[src/rtl/mc_ctrl.sv]
// mc_ctrl: multi-cycle MIPS main controller sequencing FETCH/DECODE/EXE/MEM/WB
// and driving every datapath enable and mux select from op/funct.
module mc_ctrl (
   input  logic       clk,
   input  logic       reset,
   input  logic [5:0] op,
   input  logic [5:0] funct,
   input  logic       zero,
   input  logic       mem_ack,
   output logic       pc_wr,
   output logic       ir_wr,
   output logic [1:0] npc_sel,
   output logic       ext_op,
   output logic [1:0] alu_op,
   output logic       alu_src_b,
   output logic       reg_wr,
   output logic [1:0] reg_dst,
   output logic [1:0] mem_to_reg,
   output logic       mem_rd,
   output logic       mem_wr,
   output logic       instr_done,
   output logic       illegal,
   output logic [2:0] state
);
   typedef enum logic [2:0] {
      FETCH  = 3'd0,
      DECODE = 3'd1,
      EXE    = 3'd2,
      MEM    = 3'd3,
      WB     = 3'd4
   } state_t;
   state_t r_state, w_next;
   logic w_rtype, w_addu, w_subu, w_jr, w_nop, w_ori, w_lui, w_lw, w_sw, w_beq, w_jal, w_legal;
   assign w_rtype = op == 6'b000000;
   assign w_addu  = w_rtype && funct == 6'b100001;
   assign w_subu  = w_rtype && funct == 6'b100011;
   assign w_jr    = w_rtype && funct == 6'b001000;
   assign w_nop   = w_rtype && funct == 6'b000000;
   assign w_ori   = op == 6'b001101;
   assign w_lui   = op == 6'b001111;
   assign w_lw    = op == 6'b100011;
   assign w_sw    = op == 6'b101011;
   assign w_beq   = op == 6'b000100;
   assign w_jal   = op == 6'b000011;
   assign w_legal = w_addu | w_subu | w_jr | w_nop | w_ori | w_lui | w_lw | w_sw | w_beq | w_jal;
   always_ff @(posedge clk) begin
      if (reset) r_state <= FETCH;
      else       r_state <= w_next;
   end
   always_comb begin
      w_next     = FETCH;
      pc_wr      = 1'b0;
      ir_wr      = 1'b0;
      npc_sel    = 2'd0;
      reg_wr     = 1'b0;
      mem_rd     = 1'b0;
      mem_wr     = 1'b0;
      instr_done = 1'b0;
      illegal    = 1'b0;
      ext_op     = w_lw | w_sw | w_beq;
      alu_op     = (w_subu | w_beq) ? 2'd1 : w_ori ? 2'd2 : w_lui ? 2'd3 : 2'd0;
      alu_src_b  = w_ori | w_lui | w_lw | w_sw;
      reg_dst    = (w_addu | w_subu) ? 2'd1 : w_jal ? 2'd2 : 2'd0;
      mem_to_reg = w_lw ? 2'd1 : w_jal ? 2'd2 : 2'd0;
      state      = r_state;
      case (r_state)
         FETCH: begin
            ir_wr  = 1'b1;
            pc_wr  = 1'b1;
            w_next = DECODE;
         end
         DECODE: begin
            if (w_jal) begin
               reg_wr     = 1'b1;
               pc_wr      = 1'b1;
               npc_sel    = 2'd2;
               instr_done = 1'b1;
            end else if (w_jr) begin
               pc_wr      = 1'b1;
               npc_sel    = 2'd3;
               instr_done = 1'b1;
            end else if (w_nop) begin
               instr_done = 1'b1;
            end else if (!w_legal) begin
               illegal    = 1'b1;
               instr_done = 1'b1;
            end else begin
               w_next = EXE;
            end
         end
         EXE: begin
            if (w_beq) begin
               pc_wr      = zero;
               npc_sel    = 2'd1;
               instr_done = 1'b1;
            end else begin
               w_next = (w_lw | w_sw) ? MEM : WB;
            end
         end
         MEM: begin
            mem_rd     = w_lw;
            mem_wr     = w_sw;
            instr_done = mem_ack & w_sw;
            w_next     = !mem_ack ? MEM : w_lw ? WB : FETCH;
         end
         WB: begin
            reg_wr     = 1'b1;
            instr_done = 1'b1;
         end
         default: begin
            w_next = FETCH;
         end
      endcase
      // Reset wins over everything, including an access still pending in MEM.
      if (reset) begin
         pc_wr      = 1'b0;
         ir_wr      = 1'b0;
         npc_sel    = 2'd0;
         reg_wr     = 1'b0;
         mem_rd     = 1'b0;
         mem_wr     = 1'b0;
         instr_done = 1'b0;
         illegal    = 1'b0;
         ext_op     = 1'b0;
         alu_op     = 2'd0;
         alu_src_b  = 1'b0;
         reg_dst    = 2'd0;
         mem_to_reg = 2'd0;
         state      = 3'd0;
      end
   end
endmodule
[config.mk]
export PLATFORM = sky130hd
export DESIGN_NAME = mc_ctrl
export DESIGN_NICKNAME = d
export VERILOG_FILES = /design/src/rtl/mc_ctrl.sv
export SDC_FILE = /design/constraint.sdc
export NUM_CORES = 1
export LEC_CHECK = 0
export ABC_AREA = 1
export ABC_CLOCK_PERIOD_IN_PS = 1700
export CORE_UTILIZATION = 23
export DETAILED_ROUTE_END_ITERATION = 7
export DONT_BUFFER_PORTS = 1
export SLEW_MARGIN = 20
export SYNTH_ARGS = -nofsm -noshare
export SYNTH_HDL_FRONTEND = slang
export SYNTH_SLANG_ARGS = --single-unit
[constraint.sdc]
create_clock -name clk -period 1.7 [get_ports clk]
set_input_delay 0.255 -clock clk [delete_from_list [all_inputs] [get_ports clk]]
set_output_delay 0.255 -clock clk [all_outputs]
set_load 0.02 [all_outputs]
; Word level (Yosys, flattened, before mapping)
; Cells that the tools add are included.
; W data, S select, Z words.
[classes]
mux = 52
n_div = 0
n_shift = 0
eq_ne = 13
multipliers = 0
addsub = 0
magnitude_cmp = 0
reduce_logical = 7
bitwise = 16
[ops]
columns = operator, n
row1 = $mux W2, 16
row2 = $mux W1, 26
row3 = $eq A6 B6 Y1 const B, 4
row4 = $eq A6 B4 Y1 const B, 3
row5 = $mux W3, 5
row6 = $or A1 B1 Y1, 15
row7 = $logic_not A6 Y1, 2
row8 = $pmux W3 S4, 1
row9 = $eq A3 B2 Y1 const B, 2
row10 = $eq A6 B2 Y1 const B, 1
row11 = $eq A6 B3 Y1 const B, 1
row12 = $logic_and A1 B1 Y1, 4
row13 = $pmux W1 S4, 1
row14 = $pmux W2 S2, 1
row15 = $eq A3 B1 Y1 const B, 1
row16 = $eq A3 B3 Y1 const B, 1
row17 = $logic_not A3 Y1, 1
row18 = $pmux W1 S3, 1
row19 = $pmux W1 S2, 1
row20 = $and A1 B1 Y1, 1
[totals]
output_inout_bits = 20
latch_bits = 0
inputBits = 16
mem_count = 0
elab_cells = 89
ram_bits = 0
register_bits = 3
rom_bits = 0

; Logic depth before layout (Yosys ltp)
[logic_depth]
ltp_word = 17
mapped_depth = 9
mapped_depth_nobuf = 9

; Least setup slack after synthesis
; No wires, ideal clock.
[synth_path]
path_kind = flip-flop to output port
from = register r_state[0]
to = output illegal
slack_ps = 24
n_path_buf = 0
t_arrival_ps = 1421
stages_incl_launch_ff = 5
cell_sequence = dfxtp_1 inv_2 nor3_2 nand2_1 nor4_1
[synth_via]
elab_chain_len = 3
[synth_lines]
columns = element, line_no
row1 = "start, declared", 32  ; state_t r_state, w_next;
row2 = "start signal, assigned", 48  ; else r_state <= w_next;
row3 = $eq A3 B1 Y1, 66  ; case (r_state)
row4 = $mux W1, 66
row5 = $mux W1, 115  ; if (reset) begin
row6 = "end, declared", 22  ; output logic illegal,
; No other way between the ends.

; Final worst setup path
[layout_path]
from = register r_state[2]
to = output illegal
; Same word-level chain as after synthesis.

==> reports/qor.csv <==
stage;metric;value;unit
drt;1st-iter DRT viols;11;
yosys;Yosys cell types;20;
timing;worst-margin pin slew;0.4527;ns
global_route;Overflow after GRT;0;
placed_design;PortBufs;0;
run;maxcap violations;0;
worst_hold_path;worst hold path cell count;1;
timing;Rel. slew slack;0.6992;
timing;setup violators final;0;
yosys;Synth Instances;102;
yosys;Mapped Area;511.7;um2
worst_setup_path;Worst Path Arrival;1.39;ns
worst_setup_path;RR Endpoint;r_state[1];
yosys;sequential area share after synthesis;0.1174;
global_route;initial antenna violation count;0;
layout;Largest Register;r_state;
cts;CTS Buf Count;3;
yosys;cell with the most instances after synthesis;nor2_1;
power;Leak;0.3217;nW
timing;Clock Skews;0.006850;ns
yosys;Avg Inst Size Synth;5.017;um2
layout;layout cells sized above 1;0.2783;
global_route;grt peak-use layer;met2;
global_route;met2 GRT Util;0.2648;
global_route;global-route wire length before repair;2732;um
floorplanning;Die Area;2418;um2
cts;Post-CTS Setup Bufs;0;
drt;vias;692;
global_route;met3 usage;0.01869;
cts;CTS root buf;clkbuf_4;
placed_design;pre-CTS setup slack;0.2110;ns
worst_hold_path;Hold Path Sink;r_state[0];
layout;Nets;132;
worst_setup_path;Setup crit end kind;output pin;
floorplanning;total I/O pin count;36;
worst_setup_path;Critical Path Fanout Max;4;
timing;Hold Fails Final Rpt;0;
timing;min cycle time layout;1.642;ns
floorplanning;die span in y;49.17;um
drt;DR WL/cell;11.35;um
worst_setup_path;Reg2Reg Setup Slack;0.55;ns
layout;Final Non-Filler Cells;142;
drt;DRC viols;0;
yosys;Yosys reg bits;3;
power;Final Power;0.2830;mW
timing;Final Cycle Share;0.9656;
worst_setup_path;Setup crit start;r_state[2];
yosys;Yosys warnings;0;
yosys;Synth Flop Type;dfxtp_1;
global_route;Total Routing Usage GR;0.1446;
worst_setup_path;WS Path Type;register to output pin;
yosys;Yosys top cell area share;0.1907;
yosys;async set-reset flop share out of synthesis;0;
worst_setup_path;crit path launch type;register;
floorplanning;Initial Utilization;0.2531;
timing;fmax;0.6092;GHz
yosys;Post-synth top cells;26 x nor2_1, 25 x nand2_1, 9 x inv_1, 9 x nand3_1;
floorplanning;Core Region;2022;um2
worst_setup_path;reg2reg path depth;6;
worst_setup_path;Worst R2R Start;r_state[2];
cts;number of H-tree levels;1;
worst_hold_path;worst hold path startpoint;reset;
global_route;vias in the first global route;685;
yosys;number of synthesized flops with an enable pin;0;
yosys;cell taking the most area after synthesis;nor2_1;
yosys;syn nets;118;
timing;unrepaired setup endpoints after global routing;yes;
layout;largest registers;r_state x3;
worst_hold_path;Min-Delay Path Class;input pin to register;
cts;clock latency on the worst-skew pair;0.24;ns
layout;# fillers;251;
drt;First-pass DRT Iterations;7;
power;Max VDD drop;249.1;uV
drt;vias per cell;4.873;
placed_design;Placer Congestion;0.7372;
placed_design;DPL Wire Length;1319;um
floorplanning;num rows;16;
status;status;completed;
layout;n_diodes;0;
cts;Longest Clk Path Bufs;2;
global_route;maximum number of pins on one net before global-route repair;20;
global_route;met1 Usage GRT;0.1601;
power;P per Cell Area;417.4;nW/um2
drt;WL final;1611;um
cts;CTS Sinks;3;
timing;Setup WS post-layout;0.05846;ns
worst_setup_path;CP Data Required Time;1.44;ns
floorplanning;die width;49.17;um
layout;max reg flops;3;
placed_design;placed cells;138;
cts;Worst-path clk slew;0.04;ns
yosys;synth top area cells;nor2_1 19%, nand2_1 18%, dfxtp_1 12%, nand3_1 8.8%, inv_1 6.6%;
drt;antenna-violating nets left;0;
cts;CTS tree;built;
layout;Layout area overhead;32.52;%
timing;Pins Over Slew Limit;0;
## layer usage
metal,wire length [um],part of all wire
met1,625,0.39
met2,832,0.52
met3,154,0.096
met4,0,0
met5,0,0
## per-stage QoR
step | setup TNS [ns] | utilization | cell area, um2 | hold slack (ns)
finish | 0 | 0.3354 | 678.2 | 0.1033
global route | -0.005836 | 0.3354 | 678.2 | 0.1030
CTS | 0 | 0.3193 | 645.6 | 0.1029
detailed placement | 0 | 0.3063 | 619.3 | 0.3576
global placement | 0 | 0.3063 | 619.3 | 0.3462
floorplan | 0 | - | 511.7 | 0.4251
## logic make-up after synthesis
group / share of synthesized area
AOI/OAI and AO/OA: 0.1198
buffers and inverters: 0.1198
DFF: 0.1174
and+or+nand+nor: 0.6430
## where the power goes
group	leakage [nW]	internal [mW]	switching, mW
registers	0.0252	0.0737	0.00294
logic	0.282	0.0279	0.0500
clock network	0.0150	0.0882	0.0404
## how the worst max path moves through the flow
| stage | slack, ns | depth (start not counted) | end |
|---|---|---|---|
| after floorplan | 0.02 | 4 | illegal |
| after global placement | 0.22 | 9 | instr_done |
| after detailed placement | 0.21 | 9 | instr_done |
| after CTS | 0.02 | 5 | illegal |
| after global routing | -0.006 | 5 | illegal |
| final | 0.06 | 4 | illegal |
## layout by cell type (no fill, tap or decap), types with 2 or more instances in the layout
cell type and count:
clkbuf_4 3, buf_4 11, nand2_1 24, nor2_2 3
nand3_2 2, o21ai_1 3, a21oi_1 5, nor3_2 2
nand3_1 9, nand4_1 2, nor3_1 2, nor2_1 24
inv_1 9, dfxtp_2 2, inv_2 5
## worst max-delay path: stages, from the launching register on
cell and delay, ns:
dfxtp_1 0.35, nor3_2 0.22, nand2_2 0.12, nor4_4 0.28, buf_4 0.18
## area by class of cell
class,instances,area (um2),share of cell area
repair buffers,11,82.58,0.1218
inverters,14,52.55,0.07749
clock buffers,4,26.28,0.03875
flip-flops and latches,3,62.56,0.09225
well taps,27,33.78,0.04982
multi-input cells,83,420.4,0.6199
## what timing repair did
item,in CTS,in global routing
hold buffers,0,0
setup endpoints to repair,0,3
resized for setup,0,8
endpoints found under the hold margin,0,0
No activity file was read; power rests on OpenSTA's default activity.
